--- config.mk ---
export PLATFORM = sky130hd
export DESIGN_NAME = cordic_prestage_pipe
export DESIGN_NICKNAME = d
export VERILOG_FILES = /design/src/rtl/cordic_prestage_pipe_pkg.sv /design/src/rtl/cordic_prestage_pipe_skid.sv /design/src/rtl/cordic_prestage_pipe.sv
export SDC_FILE = /design/constraint.sdc
export NUM_CORES = 1
export LEC_CHECK = 0
export BUFFER_PORTS_ARGS = -buffer_cell sky130_fd_sc_hd__clkbuf_2
export CORE_MARGIN = 8
export CORE_UTILIZATION = 50
export DETAILED_ROUTE_END_ITERATION = 12
export HOLD_SLACK_MARGIN = 0.08
export MAX_ROUTING_LAYER = met4
export PLACE_DENSITY = 0.87
export SETUP_SLACK_MARGIN = 0.05
export SKIP_CTS_REPAIR_TIMING = 1
export SYNTH_ARGS = -nofsm -noshare
export SYNTH_HDL_FRONTEND = slang
export SYNTH_SLANG_ARGS = --single-unit
--- constraint.sdc ---
create_clock -name clk -period 2.85 [get_ports clk]
set_input_delay 0.855 -clock clk [delete_from_list [all_inputs] [get_ports clk]]
set_output_delay 0.855 -clock clk [all_outputs]
set_load 0.01 [all_outputs]
--- src/rtl/cordic_prestage_pipe_pkg.sv ---
// Shared types and helpers for the CORDIC pre-stage: mode encoding, quadrant type,
// turn fractions and the negation helper that optionally saturates the most-negative value.
package cordic_pkg;

   typedef enum logic {
      CORDIC_ROT = 1'b0,
      CORDIC_VEC = 1'b1
   } cordic_mode_e;

   typedef logic [1:0] quadrant_t;

   function automatic int quarter_turn(input int aw);
      return 1 << (aw - 2);
   endfunction

   function automatic int half_turn(input int aw);
      return 1 << (aw - 1);
   endfunction

   // v is sign-extended from dw bits; the caller keeps the low dw bits of the result.
   function automatic logic [63:0] sat_neg(input logic [63:0] v, input int dw, input logic sat_en);
      logic [63:0] min_v;
      logic [63:0] res;
      min_v = {64{1'b1}} << (dw - 1);
      res   = 64'd0 - v;
      if (sat_en && (v == min_v)) begin
         res = ~min_v;
      end
      return res;
   endfunction

endpackage

--- src/rtl/cordic_prestage_pipe_skid.sv ---
// Generic 2-entry valid/ready buffer: an output register plus one skid register so that
// in_ready depends only on registered state and full throughput is kept.
module cordic_skid_buf
   import cordic_pkg::*;
#(
   parameter int W = 8
) (
   input  logic         clk,
   input  logic         rst_n,
   input  logic         in_valid,
   output logic         in_ready,
   input  logic [W-1:0] in_data,
   output logic         out_valid,
   input  logic         out_ready,
   output logic [W-1:0] out_data
);

   logic         r_out_valid;
   logic [W-1:0] r_out_data;
   logic         r_skid_valid;
   logic [W-1:0] r_skid_data;
   logic         w_accept;
   logic         w_load;

   assign in_ready  = rst_n & ~r_skid_valid;
   assign w_accept  = in_valid & in_ready;
   assign w_load    = ~r_out_valid | out_ready;
   assign out_valid = r_out_valid;
   assign out_data  = r_out_data;

   always_ff @(posedge clk) begin
      if (!rst_n) begin
         r_out_valid  <= 1'b0;
         r_out_data   <= '0;
         r_skid_valid <= 1'b0;
         r_skid_data  <= '0;
      end else if (w_load) begin
         // A full skid implies in_ready=0, so it never competes with a new beat here.
         if (r_skid_valid) begin
            r_out_data   <= r_skid_data;
            r_out_valid  <= 1'b1;
            r_skid_valid <= 1'b0;
         end else begin
            r_out_valid <= w_accept;
            if (w_accept) begin
               r_out_data <= in_data;
            end
         end
      end else if (w_accept) begin
         r_skid_data  <= in_data;
         r_skid_valid <= 1'b1;
      end
   end

endmodule

--- src/rtl/cordic_prestage_pipe.sv ---
// CORDIC input stage: folds the operand into quadrant 0 and registers it through a skid buffer.
// Define CORDIC_PRESTAGE_SAT_EN to saturate negation of the most-negative value and flag it on out_sat.
module cordic_prestage_pipe
   import cordic_pkg::*;
#(
   parameter int DW    = 16,
   parameter int AW    = 16,
   parameter int TAG_W = 4
) (
   input  logic             clk,
   input  logic             rst_n,
   input  logic             in_valid,
   output logic             in_ready,
   input  logic             in_mode,
   input  logic [DW-1:0]    in_x,
   input  logic [DW-1:0]    in_y,
   input  logic [AW-1:0]    in_theta,
   input  logic [TAG_W-1:0] in_tag,
   output logic             out_valid,
   input  logic             out_ready,
   output logic             out_mode,
   output logic [DW-1:0]    out_x,
   output logic [DW-1:0]    out_y,
   output logic [AW-1:0]    out_theta,
   output logic [1:0]       out_quadrant,
   output logic [TAG_W-1:0] out_tag,
   output logic             out_sat
);

`ifdef CORDIC_PRESTAGE_SAT_EN
   localparam logic SAT_EN = 1'b1;
`else
   localparam logic SAT_EN = 1'b0;
`endif

   localparam int            WORD_W = 1 + 2*DW + AW + 2 + TAG_W + 1;
   localparam logic [AW-1:0] QMASK  = AW'(quarter_turn(AW) - 1);
   localparam logic [DW-1:0] MIN_V  = {1'b1, {(DW-1){1'b0}}};

   cordic_mode_e      w_mode;
   quadrant_t         w_q;
   logic [63:0]       w_x_ext;
   logic [63:0]       w_y_ext;
   logic [DW-1:0]     w_neg_x;
   logic [DW-1:0]     w_neg_y;
   logic              w_min_x;
   logic              w_min_y;
   logic [DW-1:0]     w_x;
   logic [DW-1:0]     w_y;
   logic [AW-1:0]     w_theta;
   logic              w_sat;
   logic [WORD_W-1:0] w_in_word;
   logic [WORD_W-1:0] w_out_word;

   assign w_mode  = cordic_mode_e'(in_mode);
   assign w_x_ext = {{(64-DW){in_x[DW-1]}}, in_x};
   assign w_y_ext = {{(64-DW){in_y[DW-1]}}, in_y};
   assign w_neg_x = DW'(sat_neg(w_x_ext, DW, SAT_EN));
   assign w_neg_y = DW'(sat_neg(w_y_ext, DW, SAT_EN));
   assign w_min_x = SAT_EN & (in_x == MIN_V);
   assign w_min_y = SAT_EN & (in_y == MIN_V);

   always_comb begin
      w_x   = in_x;
      w_y   = in_y;
      w_sat = 1'b0;
      // Vectoring: q[1] is the y sign, q[0] flips between the left/right half-planes.
      if (w_mode == CORDIC_VEC) begin
         w_q     = {in_y[DW-1], in_x[DW-1] ^ in_y[DW-1]};
         w_theta = AW'(w_q) << (AW - 2);
      end else begin
         w_q     = in_theta[AW-1:AW-2];
         w_theta = in_theta & QMASK;
      end
      case (w_q)
         2'd1: begin
            w_x   = in_y;
            w_y   = w_neg_x;
            w_sat = w_min_x;
         end
         2'd2: begin
            w_x   = w_neg_x;
            w_y   = w_neg_y;
            w_sat = w_min_x | w_min_y;
         end
         2'd3: begin
            w_x   = w_neg_y;
            w_y   = in_x;
            w_sat = w_min_y;
         end
         default: begin
            w_x   = in_x;
            w_y   = in_y;
            w_sat = 1'b0;
         end
      endcase
   end

   assign w_in_word = {in_mode, w_x, w_y, w_theta, w_q, in_tag, w_sat};

   cordic_skid_buf #(
      .W(WORD_W)
   ) u_skid (
      .clk      (clk),
      .rst_n    (rst_n),
      .in_valid (in_valid),
      .in_ready (in_ready),
      .in_data  (w_in_word),
      .out_valid(out_valid),
      .out_ready(out_ready),
      .out_data (w_out_word)
   );

   assign {out_mode, out_x, out_y, out_theta, out_quadrant, out_tag, out_sat} = w_out_word;

endmodule

# Yosys cells after proc, flatten, opt, wreduce, memory -nomap -nowiden
# Cells that the tools add are included.
# word_totals
register_bits	113
input_bits	57
elab_cells	28
# classes
n_addsub	2
n_eq_ne	3
mux	7
bitwise_logic	8
n_reduce_logical	4
# op_table
op	n
two-way mux 56 bit	2
one-hot mux 16 bit (3 select lines)	2
subtractor 1 x 16 -> 16 bit (first input constant)	2
two-way mux 16 bit	1
equality test 2 bit (second input constant)	2
inverter 1 bit	4
AND reduction 2 bit	2
bitwise AND 1 bit	2
equality test 2 x 1 -> 1 bit (second input constant)	1
two-way mux 2 bit	1
nonzero test 2 bit	1
OR reduction 2 bit	1
two-way mux 1 bit	1
bitwise OR 1 bit	1
XOR 1 bit	1

# Longest topological paths before layout
# logic_depth
depth_word	6
mapped_depth	9

# By module
# A second synthesis with hierarchy kept.
# unflattened
cells_unflattened	839
hier_area_um2	6685.2
# modules_own_cells
module	n_inst	cells_per_inst	area_each_um2	seq_area_each_um2
cordic_skid_buf	1	578	4998.5	2282.2
cordic_prestage_pipe	1	261	1686.6	0.0

# Least setup slack after synthesis
# Ideal clock, no wire load.
# synth_timing
path_type	input to register
startpoint	in in_x[3]
endpoint	reg u_skid.r_out_data[36] (netlist: u_skid.out_data[36])
setup_ps	118
arrival_time_ps	2614
required_ps	2732
path_slack_ps	118
path_stages	8
cell_sequence	buf_6 > or4_4 > or4b_1 > buf_2 > xor2_1 > o221ai_1 > nand2_1 > o2111a_1
# synth_between
elab_chain_len	4
# synth_lines
item	line_no	rtl
from (decl)	cordic_prestage_pipe.sv:15	input logic [DW-1:0] in_x,
subtractor 1 x 16 -> 16 bit	cordic_prestage_pipe_pkg.sv:25	res = 64'd0 - v;
one-hot mux 16 bit (3 select lines)	cordic_prestage_pipe.sv:75	case (w_q)
two-way mux 56 bit	cordic_prestage_pipe_skid.sv:45	if (w_accept) begin
two-way mux 56 bit	cordic_prestage_pipe_skid.sv:39	if (r_skid_valid) begin
to (signal assigned)	cordic_prestage_pipe_skid.sv:40	r_out_data <= r_skid_data;
to (signal assigned)	cordic_prestage_pipe_skid.sv:46	r_out_data <= in_data;
to (decl)	cordic_prestage_pipe_skid.sv:19	logic [W-1:0] r_out_data;
# No other way between the ends. The select of a mux whose other input is x is not followed.
# A chain may end at the register's enable or synchronous reset.

# Worst setup path after layout
# layout_timing
startpoint	in in_y[1]
endpoint	reg u_skid.r_out_data[50] (netlist: u_skid.out_data[50])
# layout_between
elab_chain_len	4
# layout_lines
item	line_no	rtl
from (decl)	cordic_prestage_pipe.sv:16	input logic [DW-1:0] in_y,
subtractor 1 x 16 -> 16 bit	cordic_prestage_pipe_pkg.sv:25	
one-hot mux 16 bit (3 select lines)	cordic_prestage_pipe.sv:75	
two-way mux 56 bit	cordic_prestage_pipe_skid.sv:45	
two-way mux 56 bit	cordic_prestage_pipe_skid.sv:39	
# No other way between the ends. The select of a mux whose other input is x is not followed.

==> impl_metrics.json <==
{
  "via_per_inst": 5.84,
  "setup_viol": 0,
  "worstSkewPairLatency_ps": 340,
  "power_leakage_uw": 0.00348,
  "rsz0062_at_grt": "false",
  "tightest_slew_ps": 1040,
  "clockBufferDepth": 2,
  "clk_pin_slew_ps": 70,
  "syn_nets": 861,
  "syn_area_um2": 6400,
  "place.detailed.hpwl_mm": 13.4,
  "final-seq-area_um2": 2240,
  "final_cell_mix": "clkbuf_2 (112), dfxtp_1 (111), nand2_1 (95), a21oi_1 (76), buf_4 (71)",
  "synth_compound_area_share_pct": 27.4,
  "n_antenna_cell": 0,
  "core_area_um2": 12600,
  "io_pins": 115,
  "fin_nets": 979,
  "first_global_vias": 6023,
  "wire_per_inst_um": 16.9,
  "drc": 0,
  "die_h_um": 129,
  "synth-warning-count": 0,
  "finalWirelength_mm": 18.5,
  "required_ps": 3070,
  "synth_top_family_by_area": "compound AO/OA/AOI/OAI gates",
  "synth_seq_cells": 112,
  "timing.final.crit_share_pct": 92.3,
  "grt_first_pass_wirelength_mm": 29.9,
  "fillers": 1138,
  "yosys.area_share.adder_pct": 0.391,
  "hold_path_class": "flip-flop to flip-flop",
  "yosys.area.top_type": "dfxtp_1",
  "drive_gt1_share_pct": 23.8,
  "placed_area_um2": 7510,
  "tns_ps": 0,
  "grt_max_degree": 121,
  "synth_area_leaders": "dfxtp_1 (35%), a21oi_1 (6.0%), nand2_1 (5.6%)",
  "synth_mux_area_share_pct": 5.49,
  "synth.distinct_cells": 59,
  "finalInstanceArea_um2": 7780,
  "grt-ovfl-total": 0,
  "powerDensity_nw_per_um2": 475,
  "synth-simple-area-share_pct": 21.8,
  "io_buffers": 113,
  "antenna_found_initial": 0,
  "cts.htree.levels": 3,
  "hold_violations": 0,
  "start_kind": "primary input",
  "final_common_cell": "clkbuf_2",
  "yosysSeqAreaShare_pct": 35.0,
  "cp_max_fo": 5,
  "std_cell_rows": 41,
  "fmax_mhz": 380,
  "peakVddDrop_mv": 0.430,
  "drt-initial-drc-count": 560,
  "clockRootBuffer": "clkbuf_16",
  "firstDrtPassIters": 6,
  "cts_sinks": 112,
  "outcome": "finished, final reports clean",
  "syn2layout_area_growth_pct": 21.6,
  "async_flop_share_pct": 0,
  "yosysTopAreaCellShare_pct": 35.0,
  "synth_edf_count": 0,
  "maxCapViolCount": 0,
  "reg2reg_setup_slack_ps": 940,
  "via_count": 6411,
  "cts_tree": "done",
  "multi_input_area_um2": 3810,
  "cts_buffers": 9,
  "arrival_ps": 2850,
  "dieArea_um2": 16700,
  "start_util_pct": 50.9,
  "syn_inst": 802,
  "maxSlewHeadroom_pct": 30.8,
  "cp-end-kind": "flip-flop",
  "place_congestion": 0.942,
  "avgSynthCellArea_um2": 7.98,
  "grt_usage_pct": 22.6,
  "maxSlewViolCount": 0,
  "skew_ps": 6.05,
  "synthFlopType": "dfxtp_1",
  "die_x_um": 129,
  "period_needed_ps": 2630,
  "worstSetupPathType": "primary input to flip-flop",
  "synth_xor_area_share_pct": 4.10,
  "ant_nets": 0
}
-- sequential cells by signal, summed over array words and instances, names as in the netlist --
| register | cells |
|---|---|
| u_skid.out_data | 55 |
| u_skid.out_valid | 1 |
| u_skid.r_skid_data | 55 |
| u_skid.r_skid_valid | 1 |
-- worst paths after layout --
kind / from / end / cells after the start
hold / removal: u_skid.r_skid_data[32] / u_skid.r_skid_data[32] / 2
hold reg to reg: u_skid.r_skid_data[32] / u_skid.r_skid_data[32] / 2
setup reg to reg: u_skid.r_skid_valid / u_skid.r_skid_data[9] / 6
setup / recovery: in_y[1] / u_skid.out_data[50] / 9
-- cell type report --
class	count	share of cell area, %
Clock buffer	10	2.94
Multi-Input combinational cell	596	48.9
Inverter	13	0.627
Clock inverter	6	0.579
Sequential cell	112	28.8
Timing Repair Buffer	188	15.3
Tap cell	172	2.76
-- worst max-delay path, stage by stage --
cell       delay, ps
clkbuf_2         120
or4_1            550
or2_2            340
nor4_1           320
buf_4            180
o311ai_1          80
buf_4            150
o2111ai_1        180
nand2_1           80
-- cells in the mapped netlist, types with 5 or more instances --
cell type and n:
nor4_1 6, buf_1 10, o21ai_0 61, mux2i_1 34
or4_1 7, nand3_1 24, clkbuf_1 64, nand3b_1 8
nor2_1 24, a211oi_1 10, or3_1 5, o31ai_1 5
a21oi_1 77, and2_1 10, nand2_1 95, xnor2_1 21
o211a_1 34, dfxtp_1 112, nand2b_1 5, nor3b_1 15
a31oi_1 6, buf_2 5, and3_1 18, xor2_1 9
nor2b_1 19, a21boi_0 19, nor3_1 14, o211ai_1 10
inv_1 13, o221ai_1 5
-- cell families after synthesis --
family / count (synthesis)
fa+ha+maj: 2
flops: 112
mux: 35
compound gates: 262
buf+inv: 94
other cells: 1
simple gates: 266
xor+xnor: 30
-- through the flow --
step           setup slack [ps]  util (%)  total power, uW  std cells  hold WS [ps]
2_1_floorplan               118         -             2200        802           434
3_3_place_gp              -53.4      59.8             2540       1081           444
3_5_place_dp              -88.5      59.8             2560       1081           451
4_1_cts                     284      61.9             3710       1097           462
5_1_grt                     131      61.9             3860       1097           485
6_report                    219      61.9             3690       1097           469
-- layer usage --
layer,vias up,wire (um),track usage [%]
li1,3131,-,-
met1,3044,7970,27.4
met2,204,8970,36.5
met3,32,1080,4.19
met4,0,519,8.36
met5,-,0,-
-- power breakdown --
| part | internal, uW | switching [uW] | total, uW |
|---|---|---|---|
| Clock | 599 | 567 | 1170 |
| Combinational | 358 | 488 | 846 |
| Sequential | 1640 | 41.8 | 1680 |
No activity file was read; power rests on OpenSTA's default activity.
